[config.mk]
export PLATFORM = sky130hd
export DESIGN_NAME = uart_tx
export DESIGN_NICKNAME = d
export VERILOG_FILES = /design/src/rtl/uart_tx.sv
export SDC_FILE = /design/constraint.sdc
export NUM_CORES = 1
export LEC_CHECK = 0
export CORE_ASPECT_RATIO = 1.75
export CORE_MARGIN = 10
export CORE_UTILIZATION = 54
export CTS_BUF_LIST = sky130_fd_sc_hd__clkbuf_16
export DETAILED_ROUTE_END_ITERATION = 10
export GPL_TIMING_DRIVEN = 0
export PLACE_DENSITY = 0.77
export SYNTH_ARGS = -nofsm -noshare
export SYNTH_HDL_FRONTEND = slang
export SYNTH_SLANG_ARGS = --single-unit
[constraint.sdc]
create_clock -name sys_clk -period 2.15 [get_ports sys_clk]
set_clock_uncertainty 0.15 [all_clocks]
set_input_delay 0.43 -clock sys_clk [delete_from_list [all_inputs] [get_ports sys_clk]]
set_output_delay 0.43 -clock sys_clk [all_outputs]
set_load 0.005 [all_outputs]
[src/rtl/uart_tx.sv]
// UART transmitter: serialises one byte per valid/ready handshake as
// start bit, DATA_BITS data bits (LSB first), optional parity and
// STOP_BITS stop bits. Bit timing comes from a per-bit clock counter,
// so everything stays in the sys_clk domain and every output is a flop.
module uart_tx #(
    parameter int CLK_PER_BIT = 87,
    parameter int DATA_BITS   = 8,
    parameter int PARITY      = 0,
    parameter int STOP_BITS   = 1
) (
    input  logic                 sys_clk,
    input  logic                 reset,
    input  logic [DATA_BITS-1:0] tx_data,
    input  logic                 tx_valid,
    output logic                 tx_ready,
    output logic                 tx_serial,
    output logic                 tx_busy,
    output logic                 tx_done
);

    localparam int CNT_W = (CLK_PER_BIT > 1) ? $clog2(CLK_PER_BIT) : 1;
    localparam logic [CNT_W-1:0] CNT_LAST  = CNT_W'(CLK_PER_BIT - 1);
    localparam logic [2:0]       DATA_LAST = 3'(DATA_BITS - 1);
    localparam logic [2:0]       STOP_LAST = 3'(STOP_BITS - 1);

    typedef enum logic [2:0] {
        ST_IDLE,
        ST_START,
        ST_DATA,
        ST_PAR,
        ST_STOP
    } state_t;

    state_t                 state_q, state_d;
    logic [CNT_W-1:0]       cnt_q, cnt_d;
    logic [2:0]             bitIdx_q, bitIdx_d;
    logic [DATA_BITS-1:0]   shift_q, shift_d;
    logic                   parity_q, parity_d;
    logic                   serial_q, serial_d;
    logic                   ready_q, ready_d;
    logic                   busy_q, busy_d;
    logic                   done_q, done_d;
    logic                   bitEnd;

    assign bitEnd    = (cnt_q == CNT_LAST);
    assign tx_ready  = ready_q;
    assign tx_serial = serial_q;
    assign tx_busy   = busy_q;
    assign tx_done   = done_q;

    // State register; reset abandons any frame in flight.
    always_ff @(posedge sys_clk or posedge reset) begin
        if (reset) begin
            state_q <= ST_IDLE;
        end else begin
            state_q <= state_d;
        end
    end

    // Next state: accept in IDLE, otherwise advance only on the last cycle of a bit.
    always_comb begin
        state_d = state_q;
        case (state_q)
            ST_IDLE:  if (tx_valid) state_d = ST_START;
            ST_START: if (bitEnd) state_d = ST_DATA;
            ST_DATA:  if (bitEnd && bitIdx_q == DATA_LAST)
                          state_d = (PARITY != 0) ? ST_PAR : ST_STOP;
            ST_PAR:   if (bitEnd) state_d = ST_STOP;
            ST_STOP:  if (bitEnd && bitIdx_q == STOP_LAST) state_d = ST_IDLE;
            default:  state_d = ST_IDLE;
        endcase
    end

    // Datapath next values: bit-time counter, bit index, shift register and running parity.
    always_comb begin
        cnt_d    = '0;
        bitIdx_d = bitIdx_q;
        shift_d  = shift_q;
        parity_d = parity_q;
        if (state_q == ST_IDLE) begin
            if (tx_valid) begin
                shift_d  = tx_data;
                parity_d = 1'b0;
                bitIdx_d = '0;
            end
        end else begin
            cnt_d = bitEnd ? '0 : cnt_q + CNT_W'(1);
            if (bitEnd) begin
                bitIdx_d = (state_d != state_q) ? 3'd0 : bitIdx_q + 3'd1;
                if (state_q == ST_DATA) begin
                    shift_d  = shift_q >> 1;
                    parity_d = parity_q ^ shift_q[0];
                end
            end
        end
    end

    // Output next values, derived from where the FSM lands so the flops change on the same edge.
    always_comb begin
        serial_d = 1'b1;
        case (state_d)
            ST_IDLE:  serial_d = 1'b1;
            ST_START: serial_d = 1'b0;
            ST_DATA:  serial_d = shift_d[0];
            ST_PAR:   serial_d = (PARITY == 2) ? parity_d : ~parity_d;
            ST_STOP:  serial_d = 1'b1;
            default:  serial_d = 1'b1;
        endcase
        ready_d = (state_d == ST_IDLE);
        busy_d  = (state_d != ST_IDLE);
        done_d  = (state_q == ST_STOP) && (state_d == ST_IDLE);
    end

    // Datapath and output registers with the line idling high out of reset.
    always_ff @(posedge sys_clk or posedge reset) begin
        if (reset) begin
            cnt_q    <= '0;
            bitIdx_q <= '0;
            shift_q  <= '0;
            parity_q <= 1'b0;
            serial_q <= 1'b1;
            ready_q  <= 1'b1;
            busy_q   <= 1'b0;
            done_q   <= 1'b0;
        end else begin
            cnt_q    <= cnt_d;
            bitIdx_q <= bitIdx_d;
            shift_q  <= shift_d;
            parity_q <= parity_d;
            serial_q <= serial_d;
            ready_q  <= ready_d;
            busy_q   <= busy_d;
            done_q   <= done_d;
        end
    end

endmodule

## Word-level counts from Yosys, hierarchy flattened

Index checks and enable logic that the tools add are counted.

- Bits in latches: 0
- Register bits: 26
- Input port bits: 11
- Logic and storage cells: 57
- Memories kept: 0
- Bits in read-only memories: 0
- Output and inout port bits: 4
- RAM bits: 0

- Bitwise logic cells: 2
- Reductions and logical operators: 11
- $add $sub $neg: 2
- Divide/modulo/power cells: 0
- $lt $le $gt $ge: 0
- Shifts and indexed selects: 0
- Equality and inequality tests: 11
- Multipliers: 0
- Mux-type cells: 21

Operator list:

| cell | number |
|---|---|
| 2-to-1 mux 8 bit | 4 |
| 2-to-1 mux 3 bit | 9 |
| one-hot mux 3 bit (5 select lines) | 1 |
| 2-to-1 mux 7 bit | 2 |
| equality test 3 x 2 -> 1 bit, second input constant | 4 |
| zero test 3 bit | 3 |
| adder 7 x 1 -> 7 bit, second input constant | 1 |
| equality test 7 bit, second input constant | 1 |
| equality test 3 x 1 -> 1 bit, second input constant | 2 |
| equality test 3 bit, second input constant | 2 |
| 2-to-1 mux 1 bit | 4 |
| nonzero test 2 bit | 2 |
| adder 3 x 1 -> 3 bit, second input constant | 1 |
| logical AND 1 bit | 3 |
| inequality test 3 bit | 1 |
| one-hot mux 1 bit (3 select lines) | 1 |
| AND reduction 3 bit | 1 |
| nonzero test 3 bit | 1 |
| inequality test 2 bit, second input constant | 1 |
| AND reduction 2 bit | 1 |
| NOT 1 bit | 1 |
| XOR 1 bit | 1 |

## Depth between registers and ports, before layout

Gate-level depths: netlist (run 1).

- Depth after elaboration: 8
- Mapped depth: 8

## Worst setup path before layout (run 1)

No wires, ideal clock.

- Kind: register to register
- From: reg cnt_q[0]
- To: reg serial_q (netlist: tx_serial)
- Clock period less this slack: 1.913 ns
- Setup slack: 0.237 ns
- Library setup time: 0.082 ns
- Arrival time: 1.681 ns
- Stages on the path, launching flop included: 8
- Cells stage by stage: dfrtp_1 inv_1 ha_1 nand4b_4 nor4_4 nor2_1 a2111o_1 mux2_2

- Word-level cells in the longest chain between the ends: 6
- Elaborated cells on any way between the ends: 17
- Those cells by class: eq/ne (4); mux (10); bitwise (1); reduce/logical (2)

Ends and longest elaborated chain:

| element | line | source |
|---|---|---|
| from (decl) | 35 | `logic [CNT_W-1:0] cnt_q, cnt_d;` |
| from (signal assigned) | 126 | `cnt_q <= cnt_d;` |
| equality test 7 bit * | 45 | `assign bitEnd = (cnt_q == CNT_LAST);` |
| logical AND 1 bit (on tied branches) | 69, 66 |  |
| 2-to-1 mux 3 bit (on tied branches) | 69, 66 |  |
| one-hot mux 3 bit (5 select lines) | 63 | `case (state_q)` |
| equality test 3 x 2 -> 1 bit or equality test 3 x 1 -> 1 bit (tied branches) | 101 | `case (state_d)` |
| one-hot mux 1 bit (3 select lines) * | 101 |  |
| named net serial_d | 39 | `logic serial_q, serial_d;` |
| to (signal assigned) | 130 | `serial_q <= serial_d;` |
| to (decl) | 39 |  |

Mark *: on every way through the listed nets, which the timed path passes. The rest lies on a longest branch. The select of a mux whose other input is x is not followed.
A chain may end at the register's enable or synchronous reset.

## Worst setup path after layout (run 1)

Same ends and word-level chain as after synthesis.

==> run metrics, run 1 <==
Mapped Nets 141; Final Max Slew Viols 0; initial antenna violation count 0; CP Buf/Inv Count 1; Startpoint Class flip-flop; length of the first detailed-routing pass in iterations 4; Max VDD drop 0.668 mV; global-route wire length before repair 4240 um; Worst EP required 2.19 ns; Worst path slowest cell or3_4; ANT nets after route 0; Hold Fails Final Rpt 0; DP Worst Slack -0.0944 ns; maxcap violations 0; Site Rows 23; H-tree levels 1; Synth Register Bits 26; PortBufs 14; die width around 57 um; TritonCTS clock tree yes; crit-path max FO 5; most area-hungry cell type in the Yosys netlist dfrtp_1; Slew @ Worst Pin between 0.9 and 1 ns; Total Routed Length about 2600 um; Post-Syn Area roughly 1300 sq um; root buffer cell clkbuf_16; crit end category flip-flop; most frequent cells in the layout dfrtp_1 (24), nor2_1 (18), nand2_1 (17), clkdlybuf4s50_1 (14), inv_1 (9); total grt overflow 0; Top Family by Delay on Critical Path simple AND/OR/NAND/NOR gates; routed vias/inst 5.91; Power per Cell Area approximately 850 nW/um^2; Core ar. between 2000 and 2500 sq um; Slew HR 0.366; period utilization 0.965; Post-synth EDFFs 0; Max stage delay on crit path approximately 0.45 ns; Setup Viol. Count Final 0; Mean Syn Cell Area 10.2 sq um; Starting Density 0.563; diode count 0; Fill cells around 170; vias in the first global route roughly 1,000; Vias slightly below 1,000; WS Path Type flip-flop to flip-flop; P&R area growth vs syn 21.3%; CTS buffer count 3; synth unique cells 35; Routed WL per cell 15.4 um; Setup WS post-layout 0.0749 ns; arrival time at the worst endpoint 2.11 ns; Seq/Total Area, Yosys 0.510; largest net degree at the start of global routing 27; DR iter-0 viols 22; Die Area 4790 sq um; critical path, cell by cell inv_1 > ha_1 > nand4b_4 > or3_4 > a32oi_4 > nor2_1 > mux2_2; Fmax around 480 MHz; maximum clock path buffer count 2; fin crit period a little over 2 ns; Synth area leaders dfrtp_1 (47%), nor2_1 (5.3%), nand2_1 (5.0%), ha_1 (4.9%), a22oi_1 (4.1%); cells after synthesis ~130; most common cell after layout, fill and taps aside dfrtp_1; worst hold path class flip-flop to flip-flop; Layout Nets 160; layout cell share with drive strength beyond 1 0.119; CTS Sinks 26; HPWL after DPL 1910 um; asr flop ratio synth 1.00; Residual DRC 0; Worst-path clk slew about 0.060 ns; postcts setup bufs 0; Total Routing Usage GR 0.105; Synth warnings 0; routability congestion estimate from global placement roughly 0.79; status finished, final reports clean; RSZ-0062 raised after global routing no; placed insts between 150 and 200; share of Yosys cell area claimed by the top area cell type 0.469; P_leak 0.000750 uW; Top Ports 15; Worst-Skew Late Latency around 0.26 ns; Primary FF master, synth dfrtp_1; Layout Utilization 0.683; post-route insts no fill about 170; die height 84.4 um
[through the flow]
step                      area (sq um)  hold slack (ns)  power (uW)  setup TNS (ns)
after floorplan                   1280            0.296         829               0
after global placement            1450            0.311         893          -0.312
after detailed placement          1450            0.319         906          -0.317
after CTS                         1530            0.333        1320               0
after global routing              1550            0.347        1390               0
final                             1550            0.330        1320               0
[synthesized netlist by cell type (all sizes together) (2+ instances only)]
master and number:
a21oi 2, a22oi 7, xnor2 3, nor2 19
dfrtp 24, nor4 3, dfstp 2, nor3 2
nand2 17, buf 3, nand3 2, inv 9
a22o 2, mux2 2, nand2b 4, mux2i 2
or3 2, ha 5, xor2 2
[worst register-to-register path: cells and delay by family, from the launching register on]
family / cells / cell delay [ns]
mux: 1 / 0.26
flops: 1 / 0.40
simple gates: 3 / 0.70
compound gates: 1 / 0.23
fa+ha+maj: 1 / 0.19
buf+inv: 1 / 0.07
[final cells by class]
| cell class | instances | area (sq um) | share of cell area |
|---|---|---|---|
| clock buffer | 3 | 75.1 | 0.0483 |
| clock inverter | 1 | 3.75 | 0.00242 |
| timing repair buffer | 14 | 140 | 0.0902 |
| buffer | 4 | 18.8 | 0.0121 |
| inverter | 9 | 33.8 | 0.0218 |
| multi-input combinational | 86 | 597 | 0.384 |
| tap | 25 | 31.3 | 0.0201 |
| sequential | 26 | 653 | 0.421 |
[report_power, final]
group	total [uW]	internal, uW	switching, uW
combinational	249	115	133
clock	413	249	164
sequential	655	582	72.9
[state kept, by name, indices dropped and copies added, names as in the netlist]
name and flops:
tx_done 1, state_q 3, shift_q 8, tx_serial 1
parity_q 1, tx_busy 1, tx_ready 1, cnt_q 7
bitIdx_q 3
[logic make-up (layout without fill, tap and decap cells)]
family,after synthesis,count (layout),share of synthesized area
muxes,4,4,0.0332
buffers and inverters,13,31,0.0410
AOI/OAI and AO/OA,18,18,0.110
and+or+nand+nor,54,54,0.222
xor gates and xnor gates,5,5,0.0342
adders and majority gates,5,5,0.0489
DFF,26,26,0.510
[per-layer routing]
layer / GRT usage / vias up / share of wire
met3: 0.0241 / 7 / 0.032
met2: 0.205 / 24 / 0.57
met1: 0.0960 / 499 / 0.38
met5: 0 / - / 0
li1: - / 463 / -
met4: 0.0451 / 0 / 0.019
[worst paths after layout]
kind                               startpoint                endpoint  slack, ns  cells past startpoint
max                        cnt_q[0]$_DFF_PP0_     tx_serial$_DFF_PP1_       0.07                      7
min                        cnt_q[0]$_DFF_PP0_      cnt_q[0]$_DFF_PP0_       0.33                      1
max reg2reg                cnt_q[0]$_DFF_PP0_     tx_serial$_DFF_PP1_       0.07                      7
min reg2reg                cnt_q[0]$_DFF_PP0_      cnt_q[0]$_DFF_PP0_       0.33                      1
max in group asynchronous               reset      cnt_q[2]$_DFF_PP0_       0.73                      2
min in group asynchronous               reset  shift_q[5]$_DFFE_PP0P_       0.54                      2
[timing repair]
action / 4_1_cts / 5_1_grt
hold buffers: 0 / 0
gates resized for setup: 0 / 3
endpoints found under the setup margin: 0 / 1
No activity file was read; power rests on OpenSTA's default activity.
==> run 2, diff against run 1 <==
--- a/config.mk
+++ b/config.mk
@@ -5,6 +5,7 @@
 export SDC_FILE = /design/constraint.sdc
 export NUM_CORES = 1
 export LEC_CHECK = 0
+export CAP_MARGIN = 30
 export CORE_ASPECT_RATIO = 1.75
 export CORE_MARGIN = 10
 export CORE_UTILIZATION = 54
==> results of run 2 <==
No change in the layout: final DEF, timing and power equal those of run 1.
==> run 3, diff against run 2 <==
--- a/config.mk
+++ b/config.mk
@@ -13,6 +13,7 @@
 export DETAILED_ROUTE_END_ITERATION = 10
 export GPL_TIMING_DRIVEN = 0
 export PLACE_DENSITY = 0.77
+export SETUP_SLACK_MARGIN = 0.02
 export SYNTH_ARGS = -nofsm -noshare
 export SYNTH_HDL_FRONTEND = slang
 export SYNTH_SLANG_ARGS = --single-unit
==> run metrics, run 3 (synthesis gave the netlist of run 1 again) <==
status finished, final reports clean; Worst path slowest cell dfrtp_1; arrival time at the worst endpoint between 2 and 2.5 ns; maximum clock path buffer count 2; largest net degree at the start of global routing 27; crit-path max FO 5; global-route wire length before repair around 4200 um; Max stage delay on crit path around 0.40 ns; Site Rows 23; most frequent cells in the layout dfrtp_1 (24), nor2_1 (18), nand2_1 (17), clkdlybuf4s50_1 (14), inv_1 (9); Hold Fails Final Rpt 0; crit end category flip-flop; Starting Density 0.563; Final Total Pwr approximately 1300 uW; DR iter-0 viols 41; Reg with most FFs shift_q; WHS around 0.33 ns; Final Max Slew Viols 0; Top Ports 15; maxcap violations 0; final instance area 1560 sq um; die height about 84 um; RSZ-0062 raised after global routing no; Worst EP required around 2.2 ns; Worst-path clk slew 0.06 ns; fin crit period about 2 ns; Power per Cell Area 846 nW/um^2; Vias between 900 and 1,000; Largest register FFs 8; Setup Viol. Count Final 0; Placed Area 1450 sq um; Startpoint Class flip-flop; Residual DRC 0; period utilization 0.942; setup_tns 0 ns; Layout Nets 160; worst reg2reg path depth 7; Total Routing Usage GR 0.105; Die Area around 4800 sq um; Post-CTS Hold Fix Bufs 0; layout cell share with drive strength beyond 1 0.126; most common cell after layout, fill and taps aside dfrtp_1; initial antenna violation count 0; root buffer cell clkbuf_16; die width between 50 and 60 um; P_leak around 0.00075 uW; CTS buffer count 3; Fmax 494 MHz; Max VDD drop approximately 0.67 mV; routability congestion estimate from global placement between 0.7 and 0.8; Regs by FF count shift_q x8, cnt_q x7; Routed WL per cell approximately 15 um; Worst Hold Path Cells 1; TritonCTS clock tree yes; H-tree levels 1; Slew HR 0.366; diode count 0; routed vias/inst between 5 and 6; Total Routed Length around 2600 um; total grt overflow 0; Layout Utilization 0.686; CTS Sinks 26; Worst-Skew Late Latency around 0.26 ns; PortBufs 14; ANT nets after route 0; WS Path Type flip-flop to flip-flop; P&R area growth vs syn 21.9%; Fill cells between 150 and 200; vias in the first global route approximately 1,000; Slew @ Worst Pin between 0.9 and 1 ns; HPWL after DPL 1910 um; critical path, cell by cell inv_1 > ha_2 > nand4b_4 > or3_4 > a32oi_4 > nor2_1 > mux2_2; Core ar. between 2000 and 2500 sq um; worst hold path class flip-flop to flip-flop; length of the first detailed-routing pass in iterations 4
## run 3: changes by cell type in the layout (fill, tap and decap cells not counted)
cell	before	now
ha_1	5	4
ha_2	0	1
nor2_2	1	0
nor2_4	0	1
## run 3: per-stage QoR
step | worst slack, ns | instances
6_report | 0.125 | 168
3_3_place_gp | -0.0941 | 164
4_1_cts | 0.0419 | 168
5_1_grt | 0.0682 | 168
2_1_floorplan | 0.237 | 125
3_5_place_dp | -0.0944 | 164
## run 3: cell type report
cell class                      count  area (sq um)  share of cell area
Buffer                              4          18.8              0.0120
Tap cell                           25          31.3              0.0200
Clock buffer                        3          75.1              0.0481
Inverter                            9          33.8              0.0217
Multi-Input combinational cell     86           604               0.387
Clock inverter                      1          3.75             0.00241
Sequential cell                    26           653               0.419
Timing Repair Buffer               14           140              0.0898
## run 3: per-layer routing
metal / vias to the layer above / GRT usage / share of wire
met1: 495 / 0.0960 / 0.38
met3: 6 / 0.0241 / 0.032
li1: 462 / - / -
met5: - / 0 / 0
met4: 0 / 0.0451 / 0.019
met2: 18 / 0.205 / 0.57
## run 3: worst paths after layout
path / startpoint / endpoint / slack (ns)
setup / recovery: cnt_q[0]$_DFF_PP0_ / tx_serial$_DFF_PP1_ / 0.13
hold / removal: cnt_q[0]$_DFF_PP0_ / cnt_q[0]$_DFF_PP0_ / 0.33
setup reg to reg: cnt_q[0]$_DFF_PP0_ / tx_serial$_DFF_PP1_ / 0.13
hold reg to reg: cnt_q[0]$_DFF_PP0_ / cnt_q[0]$_DFF_PP0_ / 0.33
max in group asynchronous: reset / bitIdx_q[2]$_DFFE_PP0P_ / 0.73
min in group asynchronous: reset / shift_q[5]$_DFFE_PP0P_ / 0.54
## run 3: worst max-delay path, delay by kind of cell, from the launching register on
family	cells	cell delay (ns)
AO/OA/AOI/OAI	1	0.23
AND/OR/NAND/NOR	3	0.64
buffers and inverters	1	0.07
adder cells (fa/ha/maj)	1	0.19
flip-flops	1	0.40
multiplexers	1	0.26
## run 3: repair_timing
item | 4_1_cts | 5_1_grt
gates resized for setup | 0 | 5
setup endpoints to repair | 0 | 1
setup buffers | 0 | 0
## run 3: report_power, final
part / internal, uW / switching, uW
clock network: 249 / 161
registers: 582 / 72.1
logic: 118 / 137
total: 948 / 371
